`src/rtl/score_pkg.sv`:
```
// ============================================================================
// Module : score_pkg
// Brief  : Shared types and constants for the tank-game score keeper.
// Rev    : 1.0  initial release
// ============================================================================
`default_nettype none

package score_pkg;

    localparam int SCORE_W = 6;

    typedef enum logic [1:0] {
        IDLE      = 2'd0,
        PLAY      = 2'd1,
        FREEZE    = 2'd2,
        GAME_OVER = 2'd3
    } score_state_e;

    localparam logic [1:0] WIN_NONE = 2'b00;
    localparam logic [1:0] WIN_P1   = 2'b01;
    localparam logic [1:0] WIN_P2   = 2'b10;

endpackage

`default_nettype wire

```
`src/rtl/score_bcd.sv`:
```
// ============================================================================
// Module : score_bcd
// Brief  : Combinational 6-bit binary to two-digit BCD (tens 0..6, ones 0..9).
// Rev    : 1.0  initial release
// ============================================================================
`default_nettype none

module score_bcd
    import score_pkg::*;
(
    input  logic [SCORE_W-1:0] bin_i,
    output logic [3:0]         tens_o,
    output logic [3:0]         ones_o
);

    // Constant divisor on a 6-bit operand reduces to a small lookup.
    assign tens_o = 4'(bin_i / 6'd10);
    assign ones_o = 4'(bin_i % 6'd10);

endmodule

`default_nettype wire

```
`src/rtl/score_keeper.sv`:
```
// ============================================================================
// Module : score_keeper
// Brief  : Per-player scoring, round sequencing with freeze interval and
//          winner detection. Define SCORE_BCD_EN for registered BCD digits.
// Rev    : 1.0  initial release
// ============================================================================
`default_nettype none

module score_keeper
    import score_pkg::*;
#(
    parameter int WIN_SCORE     = 10,
    parameter int FREEZE_FRAMES = 120
) (
    input  logic               clk_i,
    input  logic               rst_ni,
    input  logic               start_i,
    input  logic               hit_player_1_i,
    input  logic               hit_player_2_i,
    input  logic               frame_tick_i,
    output logic [SCORE_W-1:0] score_player_1_o,
    output logic [SCORE_W-1:0] score_player_2_o,
    output logic [3:0]         score_1_tens_o,
    output logic [3:0]         score_1_ones_o,
    output logic [3:0]         score_2_tens_o,
    output logic [3:0]         score_2_ones_o,
    output logic               round_active_o,
    output logic               round_restart_o,
    output logic               game_over_o,
    output logic [1:0]         winner_o
);

    localparam logic [SCORE_W-1:0] C_WIN    = SCORE_W'(WIN_SCORE);
    localparam logic [7:0]         C_FREEZE = 8'(FREEZE_FRAMES);

    score_state_e       r_state;
    logic               r_start_q, r_hit1_q, r_hit2_q;
    logic               r_start_ev, r_hit1_ev, r_hit2_ev;
    logic [7:0]         r_fcnt;
    logic [SCORE_W-1:0] r_score_p1, r_score_p2;
    logic               r_active, r_restart, r_game_over;
    logic [1:0]         r_winner;

    logic               w_clear;
    logic               w_p1_scores, w_p2_scores;
    logic               w_p1_wins, w_p2_wins;
    logic [SCORE_W-1:0] w_p1_next, w_p2_next;
    logic [7:0]         w_fcnt_inc;

    // A hit on one tank awards the point to the other player.
    always_comb begin
        w_clear     = ((r_state == IDLE) || (r_state == GAME_OVER)) && r_start_ev;
        w_p1_scores = (r_state == PLAY) && r_hit2_ev && !r_hit1_ev;
        w_p2_scores = (r_state == PLAY) && r_hit1_ev && !r_hit2_ev;
        w_p1_next   = r_score_p1;
        w_p2_next   = r_score_p2;
        if (w_clear) begin
            w_p1_next = '0;
            w_p2_next = '0;
        end else if (w_p1_scores) begin
            w_p1_next = r_score_p1 + 1'b1;
        end else if (w_p2_scores) begin
            w_p2_next = r_score_p2 + 1'b1;
        end
        w_p1_wins  = w_p1_scores && (w_p1_next == C_WIN);
        w_p2_wins  = w_p2_scores && (w_p2_next == C_WIN);
        w_fcnt_inc = r_fcnt + 8'd1;
    end

    always_ff @(posedge clk_i or negedge rst_ni) begin
        if (!rst_ni) begin
            r_state     <= IDLE;
            r_start_q   <= 1'b0;
            r_hit1_q    <= 1'b0;
            r_hit2_q    <= 1'b0;
            r_start_ev  <= 1'b0;
            r_hit1_ev   <= 1'b0;
            r_hit2_ev   <= 1'b0;
            r_fcnt      <= '0;
            r_score_p1  <= '0;
            r_score_p2  <= '0;
            r_active    <= 1'b0;
            r_restart   <= 1'b0;
            r_game_over <= 1'b0;
            r_winner    <= WIN_NONE;
        end else begin
            r_start_q  <= start_i;
            r_hit1_q   <= hit_player_1_i;
            r_hit2_q   <= hit_player_2_i;
            r_start_ev <= start_i & ~r_start_q;
            r_hit1_ev  <= hit_player_1_i & ~r_hit1_q;
            r_hit2_ev  <= hit_player_2_i & ~r_hit2_q;
            r_restart  <= 1'b0;
            r_score_p1 <= w_p1_next;
            r_score_p2 <= w_p2_next;
            case (r_state)
                IDLE, GAME_OVER: begin
                    if (w_clear) begin
                        r_state     <= PLAY;
                        r_winner    <= WIN_NONE;
                        r_restart   <= 1'b1;
                        r_active    <= 1'b1;
                        r_game_over <= 1'b0;
                    end
                end
                PLAY: begin
                    if (r_hit1_ev || r_hit2_ev) begin
                        r_active <= 1'b0;
                        if (w_p1_wins || w_p2_wins) begin
                            r_state     <= GAME_OVER;
                            r_game_over <= 1'b1;
                            r_winner    <= w_p1_wins ? WIN_P1 : WIN_P2;
                        end else begin
                            r_state <= FREEZE;
                            r_fcnt  <= '0;
                        end
                    end
                end
                FREEZE: begin
                    if (frame_tick_i) begin
                        r_fcnt <= w_fcnt_inc;
                        if (w_fcnt_inc == C_FREEZE) begin
                            r_state   <= PLAY;
                            r_restart <= 1'b1;
                            r_active  <= 1'b1;
                        end
                    end
                end
                default: r_state <= IDLE;
            endcase
        end
    end

`ifdef SCORE_BCD_EN
    logic [3:0] w_t1, w_o1, w_t2, w_o2;
    logic [3:0] r_t1, r_o1, r_t2, r_o2;

    score_bcd u_bcd_p1 (.bin_i(w_p1_next), .tens_o(w_t1), .ones_o(w_o1));
    score_bcd u_bcd_p2 (.bin_i(w_p2_next), .tens_o(w_t2), .ones_o(w_o2));

    // Digits are registered from the next score so they track the binary value.
    always_ff @(posedge clk_i or negedge rst_ni) begin
        if (!rst_ni) begin
            r_t1 <= '0;
            r_o1 <= '0;
            r_t2 <= '0;
            r_o2 <= '0;
        end else begin
            r_t1 <= w_t1;
            r_o1 <= w_o1;
            r_t2 <= w_t2;
            r_o2 <= w_o2;
        end
    end

    assign score_1_tens_o = r_t1;
    assign score_1_ones_o = r_o1;
    assign score_2_tens_o = r_t2;
    assign score_2_ones_o = r_o2;
`else
    assign score_1_tens_o = 4'd0;
    assign score_1_ones_o = 4'd0;
    assign score_2_tens_o = 4'd0;
    assign score_2_ones_o = 4'd0;
`endif

    assign score_player_1_o = r_score_p1;
    assign score_player_2_o = r_score_p2;
    assign round_active_o   = r_active;
    assign round_restart_o  = r_restart;
    assign game_over_o      = r_game_over;
    assign winner_o         = r_winner;

`ifndef SYNTHESIS
    always @(posedge clk_i) begin
        if (rst_ni) begin
            assert ((r_score_p1 <= C_WIN) && (r_score_p2 <= C_WIN))
                else $error("score exceeds WIN_SCORE");
        end
    end
`endif

endmodule

`default_nettype wire

```
`config.mk`:
```
export PLATFORM = sky130hd
export DESIGN_NAME = score_keeper
export DESIGN_NICKNAME = d
export VERILOG_FILES = /design/src/rtl/score_pkg.sv /design/src/rtl/score_bcd.sv /design/src/rtl/score_keeper.sv
export SDC_FILE = /design/constraint.sdc
export NUM_CORES = 1
export LEC_CHECK = 0
export BUFFER_PORTS_ARGS = -buffer_cell sky130_fd_sc_hd__buf_4
export CORE_MARGIN = 5
export CORE_UTILIZATION = 55
export DETAILED_ROUTE_END_ITERATION = 10
export GPL_TIMING_DRIVEN = 0
export PLACE_DENSITY = 0.82
export SETUP_SLACK_MARGIN = 0.05
export SKIP_CTS_REPAIR_TIMING = 1
export SYNTH_ARGS = -nofsm -noshare
export SYNTH_HDL_FRONTEND = slang
export SYNTH_SLANG_ARGS = --single-unit
```
`constraint.sdc`:
```
create_clock -name clk_i -period 2.9 [get_ports clk_i]
set_input_delay 0.87 -clock clk_i [delete_from_list [all_inputs] [get_ports clk_i]]
set_output_delay 0.87 -clock clk_i [all_outputs]
set_load 0.03 [all_outputs]
```
# ---- After elaboration in Yosys (flattened, before gate mapping)
# Index checks and enable logic that the tools add are counted.
dict set report word_totals {
  ff_bits 33
  input_bits 6
  out_inout_bits 33
  wordCells 87
}
dict set report classes {
  add_sub_neg 3
  eq_ne 12
  mux 33
  bitwise 6
  n_reduce_logical 19
}
# op n
set op_table {}
lappend op_table {{6-bit two-way mux} 5}
lappend op_table {{8-bit two-way mux} 3}
lappend op_table {{2-bit two-way mux} 8}
lappend op_table {{8-bit one-hot mux with 2 select lines} 1}
lappend op_table {{6-bit by 1-bit adder with 6-bit output (second input constant)} 2}
lappend op_table {{6-bit by 4-bit equality test with 1-bit output (second input constant)} 2}
lappend op_table {{4-bit AND reduction} 3}
lappend op_table {{1-bit two-way mux} 11}
lappend op_table {{8-bit by 1-bit adder with 8-bit output (second input constant)} 1}
lappend op_table {{8-bit by 7-bit equality test with 1-bit output (second input constant)} 1}
lappend op_table {{2-bit != test (second input constant)} 4}
lappend op_table {{1-bit logical AND} 7}
lappend op_table {{2-bit one-hot mux with 3 select lines} 1}
lappend op_table {{2-bit equality test (second input constant)} 2}
lappend op_table {{2-bit by 1-bit != test with 1-bit output (second input constant)} 2}
lappend op_table {{1-bit one-hot mux with 2 select lines} 2}
lappend op_table {{2-bit one-hot mux with 2 select lines} 1}
lappend op_table {{2-bit nonzero test} 2}
lappend op_table {{1-bit bitwise AND} 3}
lappend op_table {{1-bit logical OR} 3}
lappend op_table {{1-bit inverter} 3}
lappend op_table {{1-bit one-hot mux with 3 select lines} 1}
lappend op_table {{2-bit by 1-bit equality test with 1-bit output (second input constant)} 1}
lappend op_table {{1-bit zero test} 2}
lappend op_table {{other kinds (2)} 2}

# ---- Longest topological paths before layout
# Gate-level depths: netlist of the first run.
dict set report logic_depth {
  depth_word 12
  ltp_mapped 10
  ltp_nobuf 8
}

# ---- Least setup slack after synthesis of the first run
# OpenSTA, ideal clock, no wires.
dict set report synth_path {
  path_kind {reg2reg}
  start {reg r_score_p2[0] (netlist: score_player_2_o[0])}
  end {reg r_fcnt[7]}
  setup_time_ps 126
  arrival_time_ps 2416
  required_time_ps 2774
  setup_slack_ps 358
  path_stages_with_launch 10
  path_buffers 2
  synth_period_minus_slack_ps 2542
  path_cell_list {dfrtp_1 > ha_1 > and4b_4 > o311a_1 > a21o_1 > and3_4 > buf_6 > or3_1 > buf_6 > a221o_1}
}
dict set report synth_via {
  elab_chain_cells 9
}
# item line
set synth_lines {}
lappend synth_lines {{from (decl)} score_keeper.sv:40} ;# logic [SCORE_W-1:0] r_score_p1, r_score_p2;
lappend synth_lines {{from (signal assigned)} score_keeper.sv:95} ;# r_score_p2 <= w_p2_next;
lappend synth_lines {{6-bit by 1-bit adder with 6-bit output} score_keeper.sv:63} ;# w_p2_next = r_score_p2 + 1'b1;
lappend synth_lines {{6-bit two-way mux} score_keeper.sv:62} ;# end else if (w_p2_scores) begin
lappend synth_lines {{6-bit two-way mux *} score_keeper.sv:60} ;# end else if (w_p1_scores) begin
lappend synth_lines {{6-bit two-way mux *} score_keeper.sv:57} ;# if (w_clear) begin
lappend synth_lines {{6-bit by 4-bit equality test with 1-bit output *} score_keeper.sv:66} ;# w_p2_wins = w_p2_scores && (w_p2_next == C_WIN);
lappend synth_lines {{1-bit logical AND *} score_keeper.sv:66}
lappend synth_lines {{1-bit logical OR *} score_keeper.sv:109} ;# if (w_p1_wins || w_p2_wins) begin
lappend synth_lines {{2-bit != test (no source line) *} -}
lappend synth_lines {{4-bit AND reduction (no source line) *} -}
lappend synth_lines {{to (signal assigned)} score_keeper.sv:121} ;# r_fcnt <= w_fcnt_inc;
lappend synth_lines {{to (decl)} score_keeper.sv:39} ;# logic [7:0] r_fcnt;
# Every way passes the cells marked *; elsewhere a longest branch is shown, timed or not.
# A chain may end at the register's enable or synchronous reset.

# ---- Worst setup path after layout of the first run
dict set report layout_path {
  start {reg r_state[1]}
  end {reg r_fcnt[7]}
}
dict set report layout_via {
  elab_chain_cells 11
  elab_cells_between_ends 26
  cone_classes {eq/ne (8); mux (6); reduce/logical (12)}
}
# item line
set layout_lines {}
lappend layout_lines {{from (decl)} score_keeper.sv:36} ;# score_state_e r_state;
lappend layout_lines {{from (signal assigned)} score_keeper.sv:72} ;# r_state <= IDLE;
lappend layout_lines {{from (signal assigned)} score_keeper.sv:99} ;# r_state <= PLAY;
lappend layout_lines {{from (signal assigned)} score_keeper.sv:110} ;# r_state <= GAME_OVER;
lappend layout_lines {{2-bit by 1-bit equality test with 1-bit output} {score_keeper.sv:53, score_keeper.sv:54, score_keeper.sv:96}}
lappend layout_lines {{1-bit logical AND (2 in a row)} score_keeper.sv:54} ;# w_p2_scores = (r_state == PLAY) && r_hit1_ev && !r_hit2_ev;
lappend layout_lines {{6-bit two-way mux} score_keeper.sv:62}
lappend layout_lines {{6-bit two-way mux} score_keeper.sv:60}
lappend layout_lines {{6-bit two-way mux} score_keeper.sv:57}
lappend layout_lines {{6-bit by 4-bit equality test with 1-bit output} score_keeper.sv:66}
lappend layout_lines {{1-bit logical AND} score_keeper.sv:66}
lappend layout_lines {{1-bit logical OR} score_keeper.sv:109}
lappend layout_lines {{2-bit != test (no source line)} -}
lappend layout_lines {{4-bit AND reduction (no source line)} -}
# Several ways; a longest one is shown, not always the timed one.

==> load_flow_metrics.sql, run 1 <==
INSERT INTO impl_metrics (metric_group, metric, value, unit) VALUES
('floorplan', 'design.core.area', '0.00361', 'sq mm'),
('setup_path', 'critical_path.endpoint_type', 'flip-flop', ''),
('clocking', 'cts.reportedPaths.clkPinSlew', '0.07', 'ns'),
('routing', 'detailedRoute.firstPassIterationCount', '4', ''),
('setup_path', 'path_max_fanout', '10', ''),
('routing', 'drtAntennaViolNets', '0', ''),
('routing', 'vias_per_cell', '5.21', ''),
('floorplan', 'floorplan.rows', '22', ''),
('synthesis', 'ys_seq_elements', '33', ''),
('job', 'timing.max_cap.violations', '0', ''),
('synthesis', 'syn-mean-instance-area', '9.98', 'sq um'),
('timing', 'timing.hold.ws', '0.391', 'ns'),
('power_and_ir_drop', 'ir_drop_worst_case_vdd', '463', 'uV'),
('timing', 'clock-skew-final', '0.00564', 'ns'),
('synthesis', 'ys.warnings.count', '0', ''),
('place', 'place.detailed.instances', '287', ''),
('clocking', 'cts_tree', 'yes', ''),
('finish', 'final_cells', '295', ''),
('finish', 'final_area', '0.00240', 'sq mm'),
('finish', 'final-seq-area', '826', 'sq um'),
('timing', 'rsz0062_at_grt', 'false', ''),
('routing', 'dr.first_iter.drc_count', '86', ''),
('clocking', 'clock-sinks', '33', ''),
('timing', 'final-setup-viol-count', '0', ''),
('finish', 'multi_input_comb_area', '0.00104', 'sq mm'),
('setup_path', 'timing.reg2reg.setup_slack', '0.34', 'ns'),
('global_route', 'grt_start_max_net_pins', '34', ''),
('timing', 'endpoints_failing_hold', '0', ''),
('synthesis', 'synth-async-reset-ratio', '100', '%'),
('synthesis', 'post-synth-top-count-cell', 'sky130_fd_sc_hd__dfrtp_1', ''),
('setup_path', 'critical_path.endpoint', 'r_fcnt[7]', ''),
('synthesis', 'yosys.area.top_type', 'sky130_fd_sc_hd__dfrtp_1', ''),
('setup_path', 'timing.critical_path.from', 'r_state[1]', ''),
('floorplan', 'top_level_ports', '39', ''),
('power_and_ir_drop', 'internal_power', '993', 'uW'),
('place', 'place_congestion', '0.803', ''),
('synthesis', 'synth_top_cells_by_count', 'sky130_fd_sc_hd__dfrtp_1, sky130_fd_sc_hd__buf_4, sky130_fd_sc_hd__nor2_1', ''),
('setup_path', 'crit_type', 'reg -> reg', ''),
('routing', 'totalWireLength', '3900', 'um'),
('power_and_ir_drop', 'post-layout-total-power', '1.60', 'mW'),
('power_and_ir_drop', 'p_clk_share', '23.7', '%'),
('power_and_ir_drop', 'comb_pwr_share', '39.1', '%'),
('place', 'place_hpwl', '2860', 'um'),
('finish', 'drive_above_1_share', '27.9', '%'),
('power_and_ir_drop', 'static-leakage-power', '1.18', 'nW'),
('timing', 'fin_crit_sh', '88.4', '%'),
('setup_path', 'reg2reg_depth', '10', ''),
('power_and_ir_drop', 'power.density', '669', 'mW/mm^2'),
('synthesis', 'yosysSeqAreaShare', '41.0', '%'),
('setup_path', 'r2r-end', 'r_fcnt[7]', ''),
('routing', 'drc_viols', '0', ''),
('setup_path', 'critical_path_required', '3.07', 'ns'),
('finish', 'flow.area_growth_from_synthesis', '19.0', '%'),
('timing', 'totalNegativeSetupSlack', '0', 'ns'),
('run_status', 'run_status', 'finished, final reports clean', ''),
('synthesis', 'post-synth-top-area-fraction', '41.0', '%'),
('setup_path', 'worst-endpoint-arrival', '2.73', 'ns'),
('power_and_ir_drop', 'seq_power_share', '37.2', '%'),
('finish', 'design.final.nets', '259', ''),
('synthesis', 'cell_types_with_the_largest_area_share_after_synthesis', 'sky130_fd_sc_hd__dfrtp_1, sky130_fd_sc_hd__buf_4, sky130_fd_sc_hd__ha_1', ''),
('power_and_ir_drop', 'net_switching_fraction_of_the_power', '38.1', '%'),
('floorplan', 'die_width', '70.5', 'um'),
('worst_hold_path', 'min_path_type', 'reg -> reg', ''),
('timing', 'timing.final.crit_period', '2.56', 'ns'),
('synthesis', 'yosys.cell_types.count', '54', ''),
('timing', 'clock.fmax', '390', 'MHz'),
('global_route', 'antenna_found_initial', '0', ''),
('clocking', 'source_to_sink_clock_delay_at_the_later_pin_of_the_worst_skew_pair', '0.28', 'ns'),
('setup_path', 'crit-reg2reg-launch', 'r_state[1]', ''),
('routing', 'route.detailed.wl_per_inst', '13.2', 'um'),
('global_route', 'grt_util_all_layers', '16.9', '%');
-- final cells by class --
type	count	share of cell area, %
inverter	6	0.939
sequential	33	34.4
multi-input combinational	154	43.4
clock buffer	7	4.02
clock inverter	1	0.209
buffer	24	7.62
tap	48	2.50
timing repair buffer	22	6.89
-- how the worst min path moves through the flow --
| stage | start | endpoint | cells after the start |
|---|---|---|---|
| 2_1_floorplan | r_hit1_q | r_hit1_ev | 1 |
| 3_3_place_gp | r_start_q | r_start_ev | 1 |
| 3_5_place_dp | r_start_q | r_start_ev | 1 |
| 4_1_cts | r_start_q | r_start_ev | 1 |
| 5_1_grt | r_start_q | r_start_ev | 1 |
| 6_report | r_start_q | r_start_ev | 1 |
-- worst max-delay path: stages (launching register included) --
cell and delay (ns):
sky130_fd_sc_hd__dfrtp_1 0.41, sky130_fd_sc_hd__inv_1 0.09, sky130_fd_sc_hd__ha_1 0.26, sky130_fd_sc_hd__and4b_4 0.30, sky130_fd_sc_hd__nor3_1 0.05, sky130_fd_sc_hd__a21o_1 0.17, sky130_fd_sc_hd__and3_4 0.18, sky130_fd_sc_hd__buf_6 0.13
sky130_fd_sc_hd__or3_1 0.38, sky130_fd_sc_hd__buf_6 0.14, sky130_fd_sc_hd__a221o_1 0.34
-- cells by family (layout without fill, tap and decap cells) --
logic type,count (synthesis),after routing,synth area share [%]
AOI/OAI and AO/OA,34,34,13.3
xor gates and xnor gates,15,15,6.52
adders and majority gates,7,7,4.34
buffers and inverters,30,60,10.2
DFF,33,33,41.0
muxes,5,5,2.55
other,1,16,0.186
and+or+nand+nor,77,77,22.0
-- cells in the final DEF, fill, tap and decap left out, drive strengths merged, types with 2 or more instances in the layout --
cell type   n
and2        3
a21o        2
and4        2
xnor2       7
nor2       16
nor4b       2
o21ai       8
and3        3
clkbuf     11
xor2        8
ha          7
inv         6
o22a        2
a21oi       5
nand3      10
nor2b       4
conb       16
nor3b       3
a32o        3
nor3        5
or3         4
nor4        2
nand2      15
mux2i       4
dfrtp      33
nand3b      2
o211ai      2
buf        42
o31ai       3
-- registers in the layout, indices dropped and copies added, names as in the netlist --
register and count:
game_over_o 1, r_fcnt 8, r_hit1_ev 1, r_hit1_q 1
r_hit2_ev 1, r_hit2_q 1, r_start_ev 1, r_start_q 1
r_state 2, round_active_o 1, round_restart_o 1, score_player_1_o 6
score_player_2_o 6, winner_o 2
-- power groups by stage --
| stage | Combinational [mW] | Clock (mW) | Sequential [mW] |
|---|---|---|---|
| 2_1_floorplan | 0.407 | 0 | 0.657 |
| 3_3_place_gp | 0.618 | 0 | 0.601 |
| 3_5_place_dp | 0.627 | 0 | 0.603 |
| 4_1_cts | 0.634 | 0.393 | 0.595 |
| 5_1_grt | 0.697 | 0.418 | 0.607 |
| 6_report | 0.628 | 0.380 | 0.596 |
-- stage by stage --
step | setup WS (ns) | utilization (%)
CTS | 0.341 | 66.5
detailed placement | 0.365 | 63.7
floorplan | 0.358 | -
global route | 0.211 | 66.5
global placement | 0.389 | 63.7
finish | 0.336 | 66.5
-- layer usage --
layer  up-vias  part of all wire, %  track usage (%)
met4         0                  1.2             5.01
met2        29                   47             26.9
met3         5                  4.6             5.26
met5         -                    0                0
li1        782                    -                -
met1       720                   47             22.2
No activity file was read; power rests on OpenSTA's default activity.
==> run 2, diff against run 1 <==
Settings changed: PLACE_DENSITY 0.82 to 0.86.
==> load_flow_metrics.sql, run 2 (synthesis results as in run 1) <==
INSERT INTO impl_metrics (metric_group, metric, value, unit) VALUES
('run_status', 'run_status', 'finished, final reports clean', ''),
('timing', 'endpoints_failing_hold', '0', ''),
('floorplan', 'die_width', '70.5', 'um'),
('job', 'timing.max_cap.violations', '0', ''),
('floorplan', 'floorplan.initialDensity', '55.9', '%'),
('timing', 'timing.final.crit_period', '2.59', 'ns'),
('timing', 'clock.fmax', '386', 'MHz'),
('finish', 'final_common_cell', 'sky130_fd_sc_hd__buf_4', ''),
('worst_hold_path', 'holdPathStages', '1', ''),
('floorplan', 'top_level_ports', '39', ''),
('finish', 'largest_reg_flops', '8', ''),
('global_route', 'grt_overflow', '0', ''),
('routing', 'vias', '1517', ''),
('finish', 'final_cells', '294', ''),
('floorplan', 'design.core.area', '0.00361', 'sq mm'),
('finish', 'largest_register', 'r_fcnt', ''),
('timing', 'final-setup-viol-count', '0', ''),
('setup_path', 'path_max_fanout', '10', ''),
('setup_path', 'crit-reg2reg-launch', 'r_state[1]', ''),
('place', 'place.detailed.instances', '287', ''),
('floorplan', 'chipHeight', '70.5', 'um'),
('setup_path', 'critical_path_required', '3.07', 'ns'),
('timing', 'clock-skew-final', '0.00617', 'ns'),
('finish', 'commonest_non_fill_non_tap_cells_in_the_layout', 'sky130_fd_sc_hd__buf_4, sky130_fd_sc_hd__dfrtp_1, sky130_fd_sc_hd__nor2_1, sky130_fd_sc_hd__conb_1, sky130_fd_sc_hd__nand2_1', ''),
('routing', 'vias_per_cell', '5.16', ''),
('global_route', 'grt_util_all_layers', '17.6', '%'),
('floorplan', 'die_area', '0.00498', 'sq mm'),
('timing', 'totalNegativeSetupSlack', '0', 'ns'),
('timing', 'maxSlewViolCount', '0', ''),
('clocking', 'cts_buffer_depth', '2', ''),
('clocking', 'cts_htree_levels', '2', ''),
('routing', 'route.detailed.wl_per_inst', '13.6', 'um'),
('timing', 'fin_crit_sh', '89.3', '%'),
('clocking', 'cts.reportedPaths.clkPinSlew', '0.06', 'ns'),
('finish', 'design.final.nets', '259', ''),
('worst_hold_path', 'worstHoldEndpoint', 'r_start_ev', ''),
('power_and_ir_drop', 'static-leakage-power', '1.17', 'nW'),
('routing', 'totalWireLength', '4000', 'um'),
('setup_path', 'timing.reg2reg.setup_slack', '0.31', 'ns'),
('setup_path', 'critical_path.endpoint_type', 'flip-flop', ''),
('routing', 'drtAntennaViolNets', '0', ''),
('setup_path', 'crit_type', 'reg -> reg', ''),
('clocking', 'numCtsBuffers', '5', ''),
('setup_path', 'reg2reg_depth', '10', ''),
('finish', 'flow.area_growth_from_synthesis', '18.2', '%'),
('clocking', 'source_to_sink_clock_delay_at_the_later_pin_of_the_worst_skew_pair', '0.28', 'ns'),
('routing', 'detailedRoute.firstPassIterationCount', '4', ''),
('worst_hold_path', 'min-delay-start', 'r_start_q', ''),
('clocking', 'clock-sinks', '33', ''),
('timing', 'timing.hold.ws', '0.391', 'ns'),
('setup_path', 'r2r-end', 'r_fcnt[7]', ''),
('power_and_ir_drop', 'ir_drop_worst_case_vdd', '437', 'uV'),
('finish', 'diodes', '0', ''),
('setup_path', 'worst-endpoint-arrival', '2.76', 'ns'),
('global_route', 'first_global_vias', '1544', ''),
('setup_path', 'start_kind', 'flip-flop', ''),
('floorplan', 'floorplan.rows', '22', ''),
('power_and_ir_drop', 'power.density', '659', 'mW/mm^2'),
('worst_hold_path', 'min_path_type', 'reg -> reg', ''),
('place', 'place_hpwl', '2860', 'um'),
('finish', 'drive_above_1_share', '27.2', '%'),
('routing', 'drc_viols', '0', ''),
('global_route', 'grt_pass1_wl', '7070', 'um'),
('clocking', 'cts_tree', 'yes', ''),
('global_route', 'antenna_found_initial', '0', ''),
('clocking', 'ctsRootBufferMaster', 'sky130_fd_sc_hd__clkbuf_8', ''),
('place', 'buffer_ports.inserted', '22', ''),
('timing', 'rsz0062_at_grt', 'false', ''),
('place', 'place_congestion', '0.809', ''),
('global_route', 'grt_start_max_net_pins', '34', ''),
('routing', 'dr.first_iter.drc_count', '49', ''),
('finish', 'fill_cells', '294', '');
run 2: final cells by class:
| class | count | area (sq um) | area share [%] |
|---|---|---|---|
| Inverter | 6 | 22.5 | 0.945 |
| Buffer | 24 | 183 | 7.66 |
| Timing Repair Buffer | 22 | 165 | 6.93 |
| Clock buffer | 7 | 86.3 | 3.62 |
| Multi-Input combinational cell | 154 | 1040 | 43.7 |
| Tap cell | 48 | 60.1 | 2.52 |
| Sequential cell | 33 | 826 | 34.6 |
run 2: per-layer routing:
metal	GRT usage (%)	routed length (um)	vias to the layer above	part of all wire, %
met3	5.11	251	10	6.3
met1	21.7	1670	702	42
met2	28.9	1990	38	50
met4	7.52	89	0	2.2
met5	0	0	-	0
li1	-	-	767	-
run 2: worst max-delay path by stage:
stage,slack [ns],end,startpoint,depth (start not counted)
final,0.31,r_fcnt[7],r_state[1],10
after global routing,0.18,r_fcnt[6],r_state[1],9
after CTS,0.34,r_fcnt[7],r_state[1],10
after detailed placement,0.36,r_fcnt[7],r_state[1],10
after global placement,0.40,r_fcnt[7],r_state[1],10
after floorplan,0.36,r_fcnt[7],score_player_2_o[0],9
run 2: stage by stage:
step	setup slack [ns]	util, %	instance area [sq um]	power (mW)
after floorplan	0.358	-	2070	1.06
after global placement	0.396	63.7	2300	1.22
after detailed placement	0.360	63.7	2300	1.23
after CTS	0.338	66.1	2380	1.59
after global routing	0.183	66.1	2380	1.68
final	0.311	66.1	2380	1.57
run 2: power breakdown:
part | total [mW] | internal, mW | switching [mW]
clock network | 0.344 | 0.188 | 0.156
registers | 0.597 | 0.525 | 0.0721
logic | 0.629 | 0.255 | 0.374
run 2: worst max-delay path, cell delays in order (launching register included):
cell                      delay [ns]
sky130_fd_sc_hd__dfrtp_1        0.40
sky130_fd_sc_hd__inv_1          0.09
sky130_fd_sc_hd__ha_1           0.28
sky130_fd_sc_hd__and4b_4        0.30
sky130_fd_sc_hd__nor3_1         0.05
sky130_fd_sc_hd__a21o_1         0.18
sky130_fd_sc_hd__and3_4         0.18
sky130_fd_sc_hd__buf_6          0.13
sky130_fd_sc_hd__or3_1          0.38
sky130_fd_sc_hd__buf_6          0.15
sky130_fd_sc_hd__a221o_1        0.34
==> run 3, diff against run 2 <==
Settings changed: CORE_MARGIN 5 to not set.
==> load_flow_metrics.sql, run 3 (synthesis results as in run 1) <==
INSERT INTO impl_metrics (metric_group, metric, value, unit) VALUES
('run_status', 'run_status', 'finished, final reports clean', ''),
('floorplan', 'die_width', '62.5', 'um'),
('clocking', 'clock-sinks', '33', ''),
('global_route', 'grt_util_all_layers', '23.1', '%'),
('worst_hold_path', 'min_path_type', 'reg -> reg', ''),
('routing', 'drtAntennaViolNets', '0', ''),
('clocking', 'cts.reportedPaths.clkPinSlew', '0.11', 'ns'),
('clocking', 'source_to_sink_clock_delay_at_the_later_pin_of_the_worst_skew_pair', '0.34', 'ns'),
('timing', 'clock-skew-final', '0.0154', 'ns'),
('timing', 'rsz0062_at_grt', 'false', ''),
('finish', 'diodes', '0', ''),
('finish', 'largest_reg_flops', '8', ''),
('global_route', 'antenna_found_initial', '0', ''),
('timing', 'maxSlewViolCount', '0', ''),
('finish', 'commonest_non_fill_non_tap_cells_in_the_layout', 'sky130_fd_sc_hd__buf_4, sky130_fd_sc_hd__dfrtp_1, sky130_fd_sc_hd__nor2_1, sky130_fd_sc_hd__conb_1, sky130_fd_sc_hd__nand2_1', ''),
('clocking', 'numCtsBuffers', '5', ''),
('clocking', 'cts_tree', 'yes', ''),
('setup_path', 'worst-endpoint-arrival', '2.82', 'ns'),
('timing', 'endpoints_failing_hold', '0', ''),
('floorplan', 'die_area', '0.00391', 'sq mm'),
('finish', 'final_common_cell', 'sky130_fd_sc_hd__buf_4', ''),
('global_route', 'grt_overflow', '0', ''),
('clocking', 'cts_buffer_depth', '2', ''),
('job', 'timing.max_cap.violations', '0', ''),
('finish', 'drive_above_1_share', '27.5', '%'),
('power_and_ir_drop', 'power.density', '668', 'mW/mm^2'),
('power_and_ir_drop', 'post-layout-total-power', '1.59', 'mW'),
('routing', 'detailedRoute.firstPassIterationCount', '4', ''),
('setup_path', 'critPathSlowestCell', 'sky130_fd_sc_hd__dfrtp_1', ''),
('setup_path', 'critPathMaxStageDelay', '0.41', 'ns'),
('finish', 'design.final.nets', '259', ''),
('place', 'place_congestion', '0.858', ''),
('routing', 'vias_per_cell', '5.23', ''),
('timing', 'clock.fmax', '385', 'MHz'),
('finish', 'flow.area_growth_from_synthesis', '18.1', '%'),
('setup_path', 'timing.critical_path.cells', 'inv_1, ha_1, and4b_4, nor3_1, a21o_1, and3_4, buf_6, or3_1, buf_6, a221o_1', ''),
('clocking', 'ctsRootBufferMaster', 'sky130_fd_sc_hd__clkbuf_4', ''),
('timing', 'timing.final.crit_period', '2.59', 'ns'),
('setup_path', 'critical_path.endpoint_type', 'flip-flop', ''),
('clocking', 'cts_htree_levels', '2', ''),
('floorplan', 'design.core.area', '0.00342', 'sq mm'),
('routing', 'drc_viols', '0', ''),
('setup_path', 'crit_type', 'reg -> reg', ''),
('finish', 'post-route-util', '69.7', '%'),
('place', 'buffer_ports.inserted', '22', ''),
('global_route', 'grt_pass1_wl', '6960', 'um'),
('power_and_ir_drop', 'ir_drop_worst_case_vdd', '405', 'uV'),
('finish', 'largest_register', 'r_fcnt', ''),
('global_route', 'first_global_vias', '1522', ''),
('timing', 'fin_crit_sh', '89.5', '%'),
('routing', 'totalWireLength', '3970', 'um'),
('floorplan', 'top_level_ports', '39', ''),
('routing', 'dr.first_iter.drc_count', '61', ''),
('timing', 'final-setup-viol-count', '0', ''),
('timing', 'totalNegativeSetupSlack', '0', 'ns'),
('global_route', 'grt_start_max_net_pins', '34', ''),
('power_and_ir_drop', 'static-leakage-power', '1.17', 'nW'),
('floorplan', 'floorplan.rows', '21', ''),
('timing', 'timing.hold.ws', '0.397', 'ns'),
('floorplan', 'floorplan.initialDensity', '59.0', '%'),
('routing', 'route.detailed.wl_per_inst', '13.5', 'um'),
('setup_path', 'path_max_fanout', '10', ''),
('place', 'place_hpwl', '2810', 'um'),
('floorplan', 'chipHeight', '62.5', 'um'),
('setup_path', 'critical-path-top-cell-by-count', 'sky130_fd_sc_hd__buf_6', ''),
('routing', 'vias', '1533', ''),
('setup_path', 'start_kind', 'flip-flop', ''),
('setup_path', 'critical_path_required', '3.13', 'ns');
## run 3: changes by cell type in the layout (fill, tap and decap cells not counted)
cell | before | now
sky130_fd_sc_hd__clkbuf_4 | 0 | 5
sky130_fd_sc_hd__clkbuf_8 | 7 | 2
sky130_fd_sc_hd__bufinv_16 | 0 | 1
## run 3: metal layers
layer / wire (um) / global-route usage [%] / vias up
met3: 175 / 6.75 / 12
met4: 110 / 11.9 / 0
li1: - / - / 776
met2: 1900 / 36.4 / 35
met5: 0 / 0 / -
met1: 1780 / 28.8 / 710
## run 3: layout make-up
class	count	area, sq um
Buffer	24	183
Clock buffer	7	55.1
Clock inverter	1	30.0
Fill cell	277	1040
Inverter	6	22.5
Multi-Input combinational cell	154	1040
Sequential cell	33	826
Tap cell	46	57.6
Timing Repair Buffer	22	165
## run 3: critical path: cells and delay by family, from the launching register on
kind                       cells  cell delay, ns
and+or+nand+nor                4            0.91
adders and majority gates      1            0.28
AOI/OAI and AO/OA              2            0.51
buffers and inverters          3            0.36
DFF                            1            0.41
## run 3: worst paths after layout
check / startpoint / to / slack, ns / depth (start not counted)
min reg2reg: r_start_q / r_start_ev / 0.40 / 1
max: r_state[1] / r_fcnt[7] / 0.31 / 10
min in group asynchronous: rst_ni / r_fcnt[2] / 0.45 / 1
max reg2reg: r_state[1] / r_fcnt[7] / 0.31 / 10
max in group asynchronous: rst_ni / score_player_2_o[4] / 2.13 / 1
min: r_start_q / r_start_ev / 0.40 / 1
## run 3: where the power goes
part,internal (mW),switching [mW],leakage (nW)
registers,0.524,0.0718,0.439
clock network,0.206,0.156,0.0455
logic,0.255,0.376,0.689
total,0.985,0.604,1.17
## run 3: per-stage QoR
step / worst slack (ns) / area, sq um / instances
final: 0.306 / 2380 / 293
after global routing: 0.192 / 2380 / 293
after CTS: 0.321 / 2380 / 293
after detailed placement: 0.345 / 2290 / 285
after global placement: 0.376 / 2290 / 285
after floorplan: 0.358 / 2070 / 217
